**src/rtl/ex_mem_buf.sv**
```systemverilog
// Execute-to-memory pipeline boundary: two-entry skid buffer with a registered ready.
// Optional forwarding outputs toward decode are built when EX_MEM_FWD_EN is defined.
module ex_mem_buf #(
    parameter int DATA_W = 32,
    parameter int ADDR_W = 5
) (
    input  logic              clk,
    input  logic              rst,
    input  logic              flush,
    input  logic              ex_valid,
    output logic              ex_ready,
    input  logic [ADDR_W-1:0] ex_wd,
    input  logic              ex_wreg,
    input  logic [DATA_W-1:0] ex_wdata,
    output logic              mem_valid,
    input  logic              mem_ready,
    output logic [ADDR_W-1:0] mem_wd,
    output logic              mem_wreg,
    output logic [DATA_W-1:0] mem_wdata
`ifdef EX_MEM_FWD_EN
    ,
    output logic              fwd_we,
    output logic [ADDR_W-1:0] fwd_wd,
    output logic [DATA_W-1:0] fwd_wdata,
    output logic              fwd_s_we,
    output logic [ADDR_W-1:0] fwd_s_wd,
    output logic [DATA_W-1:0] fwd_s_wdata
`endif
);

    typedef enum logic [1:0] {
        EMPTY = 2'd0,
        ONE   = 2'd1,
        FULL  = 2'd2
    } state_t;

    state_t state, state_next;
    logic   ready_q;
    logic   accept, consume;
    logic   load_h, load_s, h_from_s;
    logic   h_vld, s_vld;

    logic [ADDR_W-1:0] h_wd, s_wd;
    logic              h_wreg, s_wreg;
    logic [DATA_W-1:0] h_wdata, s_wdata;

    assign h_vld    = (state != EMPTY);
    assign s_vld    = (state == FULL);
    assign ex_ready = ready_q;
    assign accept   = ex_valid & ready_q;
    assign consume  = h_vld & mem_ready;

    always_comb begin
        state_next = state;
        load_h     = 1'b0;
        load_s     = 1'b0;
        h_from_s   = 1'b0;
        if (flush) begin
            state_next = EMPTY;
        end else begin
            case (state)
                EMPTY: begin
                    if (accept) begin
                        load_h     = 1'b1;
                        state_next = ONE;
                    end
                end
                ONE: begin
                    if (accept && consume) begin
                        load_h = 1'b1;
                    end else if (accept) begin
                        load_s     = 1'b1;
                        state_next = FULL;
                    end else if (consume) begin
                        state_next = EMPTY;
                    end
                end
                FULL: begin
                    // ready is low here, so only a consume can move the buffer
                    if (consume) begin
                        h_from_s   = 1'b1;
                        state_next = ONE;
                    end
                end
                default: state_next = EMPTY;
            endcase
        end
    end

    // ready is taken from the next state so it is a plain flop, low throughout reset
    always_ff @(posedge clk or negedge rst) begin
        if (!rst) begin
            state   <= EMPTY;
            ready_q <= 1'b0;
        end else begin
            state   <= state_next;
            ready_q <= (state_next != FULL);
        end
    end

    always_ff @(posedge clk) begin
        if (load_h) begin
            h_wd    <= ex_wd;
            h_wreg  <= ex_wreg;
            h_wdata <= ex_wdata;
        end else if (h_from_s) begin
            h_wd    <= s_wd;
            h_wreg  <= s_wreg;
            h_wdata <= s_wdata;
        end
        if (load_s) begin
            s_wd    <= ex_wd;
            s_wreg  <= ex_wreg;
            s_wdata <= ex_wdata;
        end
    end

    // Payload is masked by the valid bits so bubbles and reset always read zero
    assign mem_valid = h_vld;
    assign mem_wd    = h_vld ? h_wd : '0;
    assign mem_wreg  = h_vld & h_wreg;
    assign mem_wdata = h_vld ? h_wdata : '0;

`ifdef EX_MEM_FWD_EN
    assign fwd_we      = mem_wreg;
    assign fwd_wd      = mem_wd;
    assign fwd_wdata   = mem_wdata;
    assign fwd_s_we    = s_vld & s_wreg;
    assign fwd_s_wd    = s_vld ? s_wd : '0;
    assign fwd_s_wdata = s_vld ? s_wdata : '0;
`endif

endmodule

```
**config.mk**
```make
export PLATFORM = sky130hd
export DESIGN_NAME = ex_mem_buf
export DESIGN_NICKNAME = d
export VERILOG_FILES = /design/src/rtl/ex_mem_buf.sv
export SDC_FILE = /design/constraint.sdc
export NUM_CORES = 1
export LEC_CHECK = 0
export ABC_AREA = 1
export BUFFER_PORTS_ARGS = -buffer_cell sky130_fd_sc_hd__buf_4
export CAP_MARGIN = 20
export CORE_UTILIZATION = 45
export DETAILED_ROUTE_END_ITERATION = 7
export MAX_ROUTING_LAYER = met4
export PLACE_DENSITY = 0.68
export SYNTH_ARGS = -nofsm -noshare
export SYNTH_HDL_FRONTEND = slang
export SYNTH_SLANG_ARGS = --single-unit
export TNS_END_PERCENT = 30
```
**constraint.sdc**
```tcl
create_clock -name clk -period 5.85 [get_ports clk]
set_input_delay 0.585 -clock clk [delete_from_list [all_inputs] [get_ports clk]]
set_output_delay 0.585 -clock clk [all_outputs]
set_load 0.01 [all_outputs]
```
# --- After elaboration in Yosys (flattened, before gate mapping) ---
# Cells that the tools add are included.
totals:
  input_bits: 43
  out_inout_bits: 40
  ff_bits: 79
op_classes:
  n_mux: 25
  bitwise: 3
  eq_ne: 3
  reduce_logical: 4
op_table:
  columns: ["operator", "n"]
  rows:
  - ["$mux W32", 3]
  - ["$mux W5", 3]
  - ["$mux W2", 6]
  - ["$mux W1", 11]
  - ["$pmux W2 S3", 1]
  - ["$reduce_bool A2 Y1", 2]
  - ["$and A1 B1 Y1", 3]
  - ["$eq A2 B1 Y1 const B", 1]
  - ["$eq A2 B2 Y1 const B", 1]
  - ["$logic_not A2 Y1", 1]
  - ["$ne A2 B2 Y1 const B", 1]
  - ["$pmux W1 S2", 1]
  - ["$logic_and A1 B1 Y1", 1]

# --- Longest topological paths before layout ---
logic_depth:
  ltp_word: 8
  ltp_mapped: 7
  depth_no_buf: 6

# --- Worst setup path after synthesis ---
# OpenSTA, ideal clock, no wires.
synth_timing:
  path_type: "input -> register"
  startpoint: "input mem_ready"
  endpoint: "register s_wd[0] (enable)"
  t_required_ps: 5318
  t_arrival_ps: 4575
  setup_slack_ps: 743
  stages: 4
  cell_sequence: "inv_1 -> nand2_1 -> clkbuf_1 -> nor4_1"
synth_between:
  elab_chain_cells: 5
synth_lines:
  columns: ["item", "line", "text"]
  rows:
  - ["start: declaration", "16", "input logic mem_ready,"]
  - ["$and A1 B1 Y1", "51", "assign consume = h_vld & mem_ready;"]
  - ["$logic_and A1 B1 Y1", "69", "if (accept && consume) begin"]
  - ["$mux W1", "69", null]
  - ["$mux W1", "61", "case (state)"]
  - ["$mux W1", "58", "if (flush) begin"]
  - ["net load_s", "40", "logic load_h, load_s, h_from_s;"]
  - ["end signal: assignment", "112", "s_wd <= ex_wd;"]
  - ["end: declaration", "43", "logic [ADDR_W-1:0] h_wd, s_wd;"]
# The timed path passes the listed nets, and every way through them passes these cells.
# A chain may end at the register's enable or synchronous reset.

# --- Worst setup path after layout ---
layout_timing:
  startpoint: "register ready_q (netlist: ex_ready)"
  endpoint: "register h_wdata[12] (enable)"
layout_between:
  elab_chain_cells: 6
  word_cells_on_any_way: 7
  classes_between: "mux (4); bitwise (1); reduce/logical (2)"
layout_lines:
  columns: ["item", "line", "text"]
  rows:
  - ["start: declaration", "38", "logic ready_q;"]
  - ["start signal: assignment", "97", "ready_q <= (state_next != FULL);"]
  - ["$and A1 B1 Y1 (*)", "50", "assign accept = ex_valid & ready_q;"]
  - ["$logic_and A1 B1 Y1", "69", null]
  - ["$mux W1", "69", null]
  - ["$pmux W1 S2 (*)", "61", null]
  - ["$mux W1 (*)", "58", null]
  - ["$reduce_bool A2 Y1 (no source line) (*)", null, null]
  - ["end signal: assignment", "105", "h_wdata <= ex_wdata;"]
  - ["end signal: assignment", "109", "h_wdata <= s_wdata;"]
  - ["end: declaration", "45", "logic [DATA_W-1:0] h_wdata, s_wdata;"]
# Mark *: on every way between the ends. The rest lies on a longest branch, timed or not.

==> reports/metrics.yaml <==
power_and_ir_drop:
  p_sw_mw: 0.293
  total_power_mw: 1.29
  intPower_mw: 0.994
  ir_drop_mv: 0.169
  power_frac_clock: 0.370
  p_seq_frac: 0.506
  switching_share: 0.228
  combPwrFrac: 0.124
  p_leak_nw: 1.97
  p_per_area_mw_per_mm2: 296
critical_path:
  worst_ep_required_time_ps: 5890
  path_max_fanout: 40
  critical_path_class: "flip-flop to flip-flop"
  crit_arrival_ps: 3230
  crit_path_start_kind: "flip-flop"
  end_kind: "flip-flop"
cts:
  cts.root.buffer_cell: "clkbuf_8"
  cts_setup_buffers: 0
  cts_tree: "done"
  hold_buffers: 0
  tritoncts_num_sinks: 79
  numCtsBuffers: 9
  insertion_delay_ps: 340
  clock_path_buffers: 2
  cts-resized-gates: 0
  htree_levels: 3
  path_clk_slew_ps: 80
placed_design:
  io_buffers: 82
  hpwl_um: 4260
  dp.cells: 477
  place_congestion: 0.792
global_routing:
  grt.total_usage: 0.189
  grt_pass1_vias: 2199
  antenna_found_initial: 0
  grt_pass1_wl_um: 10600
  grt_max_degree: 41
  grt_overflow: 0
sta:
  hold_violations: 0
  drv_slew: 0
  clock.fmax_mhz: 313
  tns_ps: 0
  worst_pin_slew_ps: 923
  finalSetupViolCount: 0
  max_slew_margin: 0.383
  min_period_ps: 3200
  skew_ps: 7.62
  finalCritPeriodShare: 0.546
  grt_setup_unrepaired: "false"
routing:
  dr.first_iter.drc_count: 128
  firstDrtPassIters: 4
  drc: 0
  drt-wirelength-per-cell_um: 13.7
  ant_nets: 0
  via_per_inst: 4.93
  vias: 2436
  drt-total-wl_um: 6790
synth:
  yosysWarnings: 0
  ys_ff_latch: 79
  avgSynthCellArea_um2: 11.0
  ys_seq_area_frac: 0.685
  yosysUniqueCellTypes: 19
  syn_inst: 312
  mappedNetlistArea_mm2: 0.00344
  synth_nets: 355
final_layout:
  final_common_cell: "buf_4"
  layout_common_cells: "buf_4 (85), nand2_1 (83), edfxtp_1 (76)"
  nets: 433
  area_delta_synth_final_pct: 26.4
  fin_cells: 494
  antenna_cells: 0
  drive_gt1_frac: 0.301
die:
  die_x_um: 89.4
  rows: 31
  initial_core_util: 0.469
  core-area_mm2: 0.00733
  die_h_um: 89.4
  dieArea_mm2: 0.00800
  io_pins: 83
status:
  status: "complete, no violations"
run:
  max-cap-violations: 0
worst_hold_path:
  hold_path.class: "input pin to flip-flop"
==> power groups by stage <==
stage	registers (mW)	logic, mW	clock network (mW)
global placement	0.664	0.154	0
CTS	0.651	0.162	0.481
global route	0.653	0.178	0.510
floorplan	0.665	0.0907	0
finish	0.651	0.160	0.476
detailed placement	0.664	0.162	0
==> synth_stat cells <==
| cell | instances | share of area |
|---|---|---|
| nor2_4 | 1 | 0.0033 |
| nor4_1 | 1 | 0.0018 |
| o21ai_0 | 2 | 0.0029 |
| inv_1 | 42 | 0.046 |
| clkbuf_1 | 3 | 0.0033 |
| nor2_2 | 11 | 0.020 |
| a21oi_1 | 1 | 0.0015 |
| edfxtp_1 | 76 | 0.66 |
| nand3_2 | 1 | 0.0029 |
| nand4_1 | 38 | 0.069 |
| buf_4 | 1 | 0.0022 |
| buf_6 | 6 | 0.020 |
| dfrtp_1 | 3 | 0.022 |
| inv_2 | 2 | 0.0022 |
| nand2_2 | 1 | 0.0018 |
| buf_2 | 10 | 0.015 |
| nor2_1 | 28 | 0.031 |
| nand3_1 | 2 | 0.0029 |
| nand2_1 | 83 | 0.091 |
==> stage by stage <==
stage / hold slack (ps) / utilization / area, um2 / setup slack, ps
CTS: 11.2 / 0.592 / 4340 / 2620
finish: 428 / 0.593 / 4350 / 2650
global route: 402 / 0.593 / 4350 / 2410
global placement: 375 / 0.557 / 4080 / 2270
detailed placement: 378 / 0.560 / 4100 / 2340
floorplan: 289 / - / 3440 / 743
==> critical path, cell delays in order, from the launching register on <==
cell and delay, ps:
dfrtp_1 360, nand2_1 140, nor2_4 730, nand3_2 920
o21ai_4 480, buf_12 250
==> sequential cells by signal (all words and copies together) (netlist names) <==
register / cells
h_wd: 5
s_wdata: 32
ex_ready: 1
s_wd: 5
h_wdata: 32
state: 2
s_wreg: 1
h_wreg: 1
==> cells by family after synthesis <==
logic type / Yosys count / synth area share
compound gates: 3 / 0.00436
buf+inv: 64 / 0.0876
flops: 79 / 0.685
simple gates: 166 / 0.223
==> path summary, 6_finish.rpt <==
path	to	cells past startpoint	slack, ps	from
max	h_wdata[12]	5	2650	ex_ready
min	s_wdata[23]	1	430	ex_wdata[23]
max reg2reg	h_wdata[12]	5	2650	ex_ready
min reg2reg	h_wd[2]	2	510	s_wd[2]
max in group asynchronous	state[1]	2	5210	rst
min in group asynchronous	state[0]	2	550	rst
==> layout make-up <==
type,count,area (um2)
Clock buffer,10,128
Fill cell,624,2980
Clock inverter,6,109
Multi-Input combinational cell,169,800
Timing Repair Buffer,87,668
Sequential cell,79,2360
Tap cell,99,124
Inverter,44,165
==> layer usage <==
layer  track usage  share of wire  vias up
met2         0.327           0.54       73
met3        0.0379          0.038       10
li1              -              -     1194
met1         0.213           0.41     1159
met5             -              0        -
met4        0.0837          0.013        0
No activity file was read; power rests on OpenSTA's default activity.
